===== config.mk =====
export PLATFORM = sky130hd
export DESIGN_NAME = mul_pipe_unit_flat
export DESIGN_NICKNAME = d
export VERILOG_FILES = /design/src/rtl/mul_pipe_if.sv /design/src/rtl/mul_pipe_unit.sv /design/src/flat_wrapper.sv
export SDC_FILE = /design/constraint.sdc
export NUM_CORES = 2
export LEC_CHECK = 0
export CAP_MARGIN = 10
export CORE_MARGIN = 2
export CORE_UTILIZATION = 52
export CTS_CLUSTER_DIAMETER = 50
export DETAILED_ROUTE_END_ITERATION = 10
export PLACE_DENSITY = 0.75
export SYNTH_ARGS = -nofsm -noshare
export SYNTH_HDL_FRONTEND = slang
export SYNTH_SLANG_ARGS = --single-unit

===== constraint.sdc =====
create_clock -name clk_i -period 21 [get_ports clk_i]
set_input_delay 4.2 -clock clk_i [delete_from_list [all_inputs] [get_ports clk_i]]
set_output_delay 4.2 -clock clk_i [all_outputs]
set_load 0.01 [all_outputs]

===== src/rtl/mul_pipe_if.sv =====
// Operand/result channel bundle for mul_pipe_unit: valid/ready in, valid/ready out.
// The master side offers operations and consumes results; the slave side is the multiplier.
interface mul_pipe_if #(
  parameter int DATA_WIDTH = 32,
  parameter int TAG_WIDTH  = 4
);
  logic                  in_valid_i;
  logic                  in_ready_o;
  logic [DATA_WIDTH-1:0] a_i;
  logic [DATA_WIDTH-1:0] b_i;
  logic                  signed_i;
  logic                  high_i;
  logic [TAG_WIDTH-1:0]  tag_i;
  logic                  out_valid_o;
  logic                  out_ready_i;
  logic [DATA_WIDTH-1:0] c_o;
  logic [TAG_WIDTH-1:0]  tag_o;

  modport master (
    output in_valid_i, a_i, b_i, signed_i, high_i, tag_i, out_ready_i,
    input  in_ready_o, out_valid_o, c_o, tag_o
  );

  modport slave (
    input  in_valid_i, a_i, b_i, signed_i, high_i, tag_i, out_ready_i,
    output in_ready_o, out_valid_o, c_o, tag_o
  );
endinterface


===== src/rtl/mul_pipe_unit.sv =====
// Pipelined signed/unsigned multiplier returning the upper or lower product half,
// with a tag carried alongside; the whole pipe stalls as one when the output is blocked.
module mul_pipe_unit #(
  parameter int DATA_WIDTH = 32,
  parameter int ALU_KIND   = 0,
  parameter int LATENCY    = 3,
  parameter int TAG_WIDTH  = 4
) (
  input logic       clk_i,
  input logic       rst_i,
  mul_pipe_if.slave bus
);
  localparam int W = DATA_WIDTH;

  logic                 adv;
  logic [W-1:0]         prod_in;
  logic [LATENCY-1:0]   vld_p;
  logic [W-1:0]         res_p [LATENCY];
  logic [TAG_WIDTH-1:0] tag_p [LATENCY];

  // Extending both operands to 2W bits makes the 2W-bit wrap-around product exact
  // for either signedness, so one multiplier serves both modes.
  function automatic logic [W-1:0] mul_select(
    input logic [W-1:0] a,
    input logic [W-1:0] b,
    input logic         sgn,
    input logic         hi
  );
    logic signed [2*W-1:0] ax;
    logic signed [2*W-1:0] bx;
    logic signed [2*W-1:0] p;
    ax = {{W{sgn & a[W-1]}}, a};
    bx = {{W{sgn & b[W-1]}}, b};
    p  = ax * bx;
    return hi ? p[2*W-1:W] : p[W-1:0];
  endfunction

  if (ALU_KIND == 0) begin : g_behav
    assign prod_in = mul_select(bus.a_i, bus.b_i, bus.signed_i, bus.high_i);
  end else begin : g_reserved
    // Reserved selectors fall back to the behavioural multiplier.
    assign prod_in = mul_select(bus.a_i, bus.b_i, bus.signed_i, bus.high_i);
  end

  assign adv            = !bus.out_valid_o || bus.out_ready_i;
  assign bus.in_ready_o = adv;

  // Stage 0 captures the product; later stages only shift it so retiming can spread the multiply.
  always_ff @(posedge clk_i) begin
    if (rst_i) begin
      vld_p <= '0;
    end else if (adv) begin
      vld_p[0] <= bus.in_valid_i;
      for (int i = 1; i < LATENCY; i++) begin
        vld_p[i] <= vld_p[i-1];
      end
    end
  end

  always_ff @(posedge clk_i) begin
    if (adv) begin
      res_p[0] <= prod_in;
      tag_p[0] <= bus.tag_i;
      for (int i = 1; i < LATENCY; i++) begin
        res_p[i] <= res_p[i-1];
        tag_p[i] <= tag_p[i-1];
      end
    end
  end

  // Output stage: data is unreset, so it is masked to zero whenever no result is presented.
  assign bus.out_valid_o = vld_p[LATENCY-1];
  assign bus.c_o         = vld_p[LATENCY-1] ? res_p[LATENCY-1] : '0;
  assign bus.tag_o       = vld_p[LATENCY-1] ? tag_p[LATENCY-1] : '0;
endmodule


===== src/flat_wrapper.sv =====
// flat-port wrapper written by rule: the top's interface ports become plain ports
module mul_pipe_unit_flat 
#(
  parameter int DATA_WIDTH = 32,
  parameter int ALU_KIND   = 0,
  parameter int LATENCY    = 3,
  parameter int TAG_WIDTH  = 4
)
  (clk_i, rst_i, bus_in_valid_i, bus_a_i, bus_b_i, bus_signed_i, bus_high_i, bus_tag_i, bus_out_ready_i, bus_in_ready_o, bus_out_valid_o, bus_c_o, bus_tag_o);
  mul_pipe_if #(.DATA_WIDTH(DATA_WIDTH), .TAG_WIDTH(TAG_WIDTH)) bus_i ();
  input logic clk_i;
  input logic rst_i;
  input wire logic [$bits(bus_i.in_valid_i)-1:0] bus_in_valid_i;
  input wire logic [$bits(bus_i.a_i)-1:0] bus_a_i;
  input wire logic [$bits(bus_i.b_i)-1:0] bus_b_i;
  input wire logic [$bits(bus_i.signed_i)-1:0] bus_signed_i;
  input wire logic [$bits(bus_i.high_i)-1:0] bus_high_i;
  input wire logic [$bits(bus_i.tag_i)-1:0] bus_tag_i;
  input wire logic [$bits(bus_i.out_ready_i)-1:0] bus_out_ready_i;
  output wire logic [$bits(bus_i.in_ready_o)-1:0] bus_in_ready_o;
  output wire logic [$bits(bus_i.out_valid_o)-1:0] bus_out_valid_o;
  output wire logic [$bits(bus_i.c_o)-1:0] bus_c_o;
  output wire logic [$bits(bus_i.tag_o)-1:0] bus_tag_o;
  assign bus_i.in_valid_i = bus_in_valid_i;
  assign bus_i.a_i = bus_a_i;
  assign bus_i.b_i = bus_b_i;
  assign bus_i.signed_i = bus_signed_i;
  assign bus_i.high_i = bus_high_i;
  assign bus_i.tag_i = bus_tag_i;
  assign bus_i.out_ready_i = bus_out_ready_i;
  assign bus_in_ready_o = bus_i.in_ready_o;
  assign bus_out_valid_o = bus_i.out_valid_o;
  assign bus_c_o = bus_i.c_o;
  assign bus_tag_o = bus_i.tag_o;
  mul_pipe_unit #(.DATA_WIDTH(DATA_WIDTH), .ALU_KIND(ALU_KIND), .LATENCY(LATENCY), .TAG_WIDTH(TAG_WIDTH)) u_core (.clk_i(clk_i), .rst_i(rst_i), .bus(bus_i));
endmodule

==> flow_metrics.py <==
metrics = {
    "grt": {
        "grt_max_degree": 79,
        "gr-usage-met1_pct": 33.4,
        "grt_pass1_vias": 32800,
        "grt_usage_pct": 26.3,
        "grt_pass1_wl_mm": 172,
        "grt_remaining_overflow": 0,
        "grtUsageMet3_pct": 2.84,
        "antenna_found_initial": 3,
        "grt.busiest_layer": "met2",
        "grt_use_met2_pct": 46.2,
    },
    "route": {
        "dr_total_vias": 29700,
        "drtIter0Drc": 1952,
        "viasPerCell": 5.45,
        "wl_per_cell_um": 19.0,
        "dr.pass1.iters": 5,
        "drc_errors": 0,
        "ant_nets": 0,
        "drt_wl_total_mm": 104,
    },
    "run_status": {
        "run_status": "complete, no violations",
    },
    "synthesis": {
        "synth-async-reset-ratio_pct": 0,
        "syn-num-nets": 5860,
        "syn_area_per_cell_um2": 9.47,
        "synth.distinct_cells": 72,
        "ys_warn_count": 0,
        "synthCells": 4449,
        "synthesis.area_um2": 42100,
        "synth_edf_count": 108,
        "synth_ff_type": "edfxtp_1",
        "yosys_register_bits": 111,
        "seq_area_frac_synth_pct": 7.84,
    },
    "worst_setup_path": {
        "cpPeakStageDelay_ps": 870,
        "cp_max_fo": 51,
        "cp-end-kind": "flop",
        "crit_path_frequent_cell": "fa_1",
        "worstSetupPathType": "in2reg",
        "reg2reg_depth": 2,
        "timing.rr.start": "u_core.vld_p[2]$_SDFFE_PP0P_",
        "cp.arrival_ps": 13140,
        "reg2reg_to": "u_core.tag_p[0][0]$_DFFE_PP_",
        "r2r_slack_ps": 18570,
        "crit_required_ps": 21080,
        "crit_slowest_cell": "fa_1",
        "worstSetupStartpointType": "primary input",
    },
    "clock_tree": {
        "clk_pin_slew_ps": 60,
        "cts_buffers": 9,
        "cts_tree": "done",
        "numClockSinks": 111,
        "ctsHtreeMaxLevel": 3,
        "cts-root-buf": "clkbuf_16",
        "cts_resized": 0,
        "clk_path_buf_depth": 2,
        "clock_latency_ps": 340,
        "cts_setup_buffers": 0,
        "hold_buffers": 0,
    },
    "die": {
        "dieArea_um2": 83300,
        "core_um2": 80400,
        "initial_core_util_pct": 52.4,
        "rows": 104,
        "die_w_um": 289,
        "fp.dieH_um": 289,
        "pin_count": 112,
    },
    "cells_and_area": {
        "final_common_cell": "fa_1",
        "final_cell_mix": "fa_1 (1,125), inv_1 (1,114), nand2_1 (754)",
        "nNetsFinal": 5801,
        "fillers": 7010,
        "layout-area-overhead-vs-synth_pct": 5.19,
        "layout-drive-gt1-share_pct": 2.48,
    },
    "timing": {
        "period_minus_slack_ps": 13050,
        "setup_tns_ps": 0,
        "fin_skew_ps": 7.66,
        "relSlewSlack_pct": 23.2,
        "tightest_slew_ps": 1150,
        "setup_viol": 0,
        "fmax_mhz": 76.6,
        "hold_violations": 0,
        "slew_violations": 0,
        "grt_setup_unrepaired": "no",
        "finalCritPeriodShare_pct": 62.1,
    },
    "min_path": {
        "worstHoldStart": "u_core.tag_p[0][3]$_DFFE_PP_",
        "min_to": "u_core.tag_p[0][7]$_DFFE_PP_",
        "hold_depth": 0,
        "hold_path_class": "reg2reg",
    },
    "place": {
        "port_buffers": 111,
        "dpl.hpwl_mm": 85.2,
        "gp_congestion": 0.936,
    },
    "flow_run": {
        "maxCapViolCount": 0,
    },
}
[how the worst max path moves through the flow]
stage	endpoint	startpoint
2_1_floorplan	u_core.res_p[0][27]$_DFFE_PP_	bus_a_i[31]
4_1_cts	u_core.res_p[0][27]$_DFFE_PP_	bus_a_i[31]
3_3_place_gp	u_core.res_p[0][27]$_DFFE_PP_	bus_a_i[31]
6_report	u_core.res_p[0][28]$_DFFE_PP_	bus_a_i[31]
5_1_grt	u_core.res_p[0][27]$_DFFE_PP_	bus_a_i[31]
3_5_place_dp	u_core.res_p[0][28]$_DFFE_PP_	bus_a_i[31]
[state kept, by name, indices dropped and copies added (netlist names)]
register / cells
u_core.tag_p: 12
u_core.res_p: 96
u_core.vld_p: 3
[layout make-up]
| cell class | count | area [um^2] | share of cell area (%) |
|---|---|---|---|
| inverters | 1114 | 4180 | 9.44 |
| clock inverters | 6 | 51.3 | 0.116 |
| flip-flops and latches | 111 | 3300 | 7.46 |
| diodes | 1 | 2.50 | 0.00565 |
| clock buffers | 10 | 229 | 0.517 |
| well taps | 1060 | 1330 | 2.99 |
| multi-input cells | 2985 | 33700 | 76.1 |
| repair buffers | 169 | 1490 | 3.37 |
[worst max-delay path, delay by kind of cell]
kind | cells | cell delay [ps]
AND/OR/NAND/NOR | 6 | 1470
adder cells (fa/ha/maj) | 9 | 4670
AO/OA/AOI/OAI | 4 | 880
buffers and inverters | 9 | 1880
[layer usage]
metal	routed length, um	vias to the layer above
met5	35	-
met4	4520	6
met3	6310	301
met2	53600	1181
met1	39200	15500
li1	-	12700
[cell families (layout without fill, tap and decap cells)]
kind of cell | Yosys count | count (layout) | share of synthesized area, %
AND/OR/NAND/NOR | 1337 | 1337 | 14.9
flip-flops | 111 | 111 | 7.84
multiplexers | 9 | 9 | 0.229
AO/OA/AOI/OAI | 239 | 239 | 3.79
adder cells (fa/ha/maj) | 1337 | 1337 | 59.8
other | 0 | 1 | 0
XOR/XNOR | 63 | 63 | 1.31
buffers and inverters | 1353 | 1299 | 12.1
[Yosys cell counts, types with 3 or more instances]
cell type	n	area, um^2
mux2i_1	4	40.0
xor2_1	16	140
clkbuf_1	231	867
and4_1	3	26.3
a41oi_1	4	35.0
mux2_2	5	56.3
xnor2_1	47	412
a21oi_1	79	395
o221ai_1	3	26.3
buf_2	3	15.0
nor4_1	4	25.0
buf_4	3	22.5
inv_1	1114	4180
edfxtp_1	108	3240
a211oi_1	15	113
nor2_1	72	270
and3_1	20	125
o21ai_0	43	215
fa_1	1125	22500
and2_1	396	2480
ha_1	212	2650
a31oi_1	10	62.6
nor2b_1	9	56.3
or2_2	10	62.6
o21a_1	7	52.6
o31ai_1	3	22.5
dfxtp_1	3	60.1
nand2_1	754	2830
o21bai_1	13	97.6
nand2b_1	3	18.8
o211ai_1	5	37.5
a221oi_1	4	35.0
nand3_1	19	95.1
or3_1	4	25.0
a21o_1	17	128
nor3_1	12	60.1
o21ai_1	5	25.0
nand4_1	20	125
[metrics by stage]
step | hold slack [ps] | utilization [%] | area [um^2] | setup slack [ps] | instances
finish | 417 | 55.1 | 44300 | 7950 | 5456
global placement | 402 | 54.7 | 44000 | 7880 | 5439
detailed placement | 405 | 54.7 | 44000 | 7630 | 5439
global route | 424 | 55.1 | 44300 | 7280 | 5455
floorplan | 400 | - | 42100 | 9360 | 4449
CTS | 419 | 55.1 | 44300 | 7980 | 5455
Power is not shown: default switching activity piles up to over one toggle a cycle in this logic, so the estimate is an artifact.
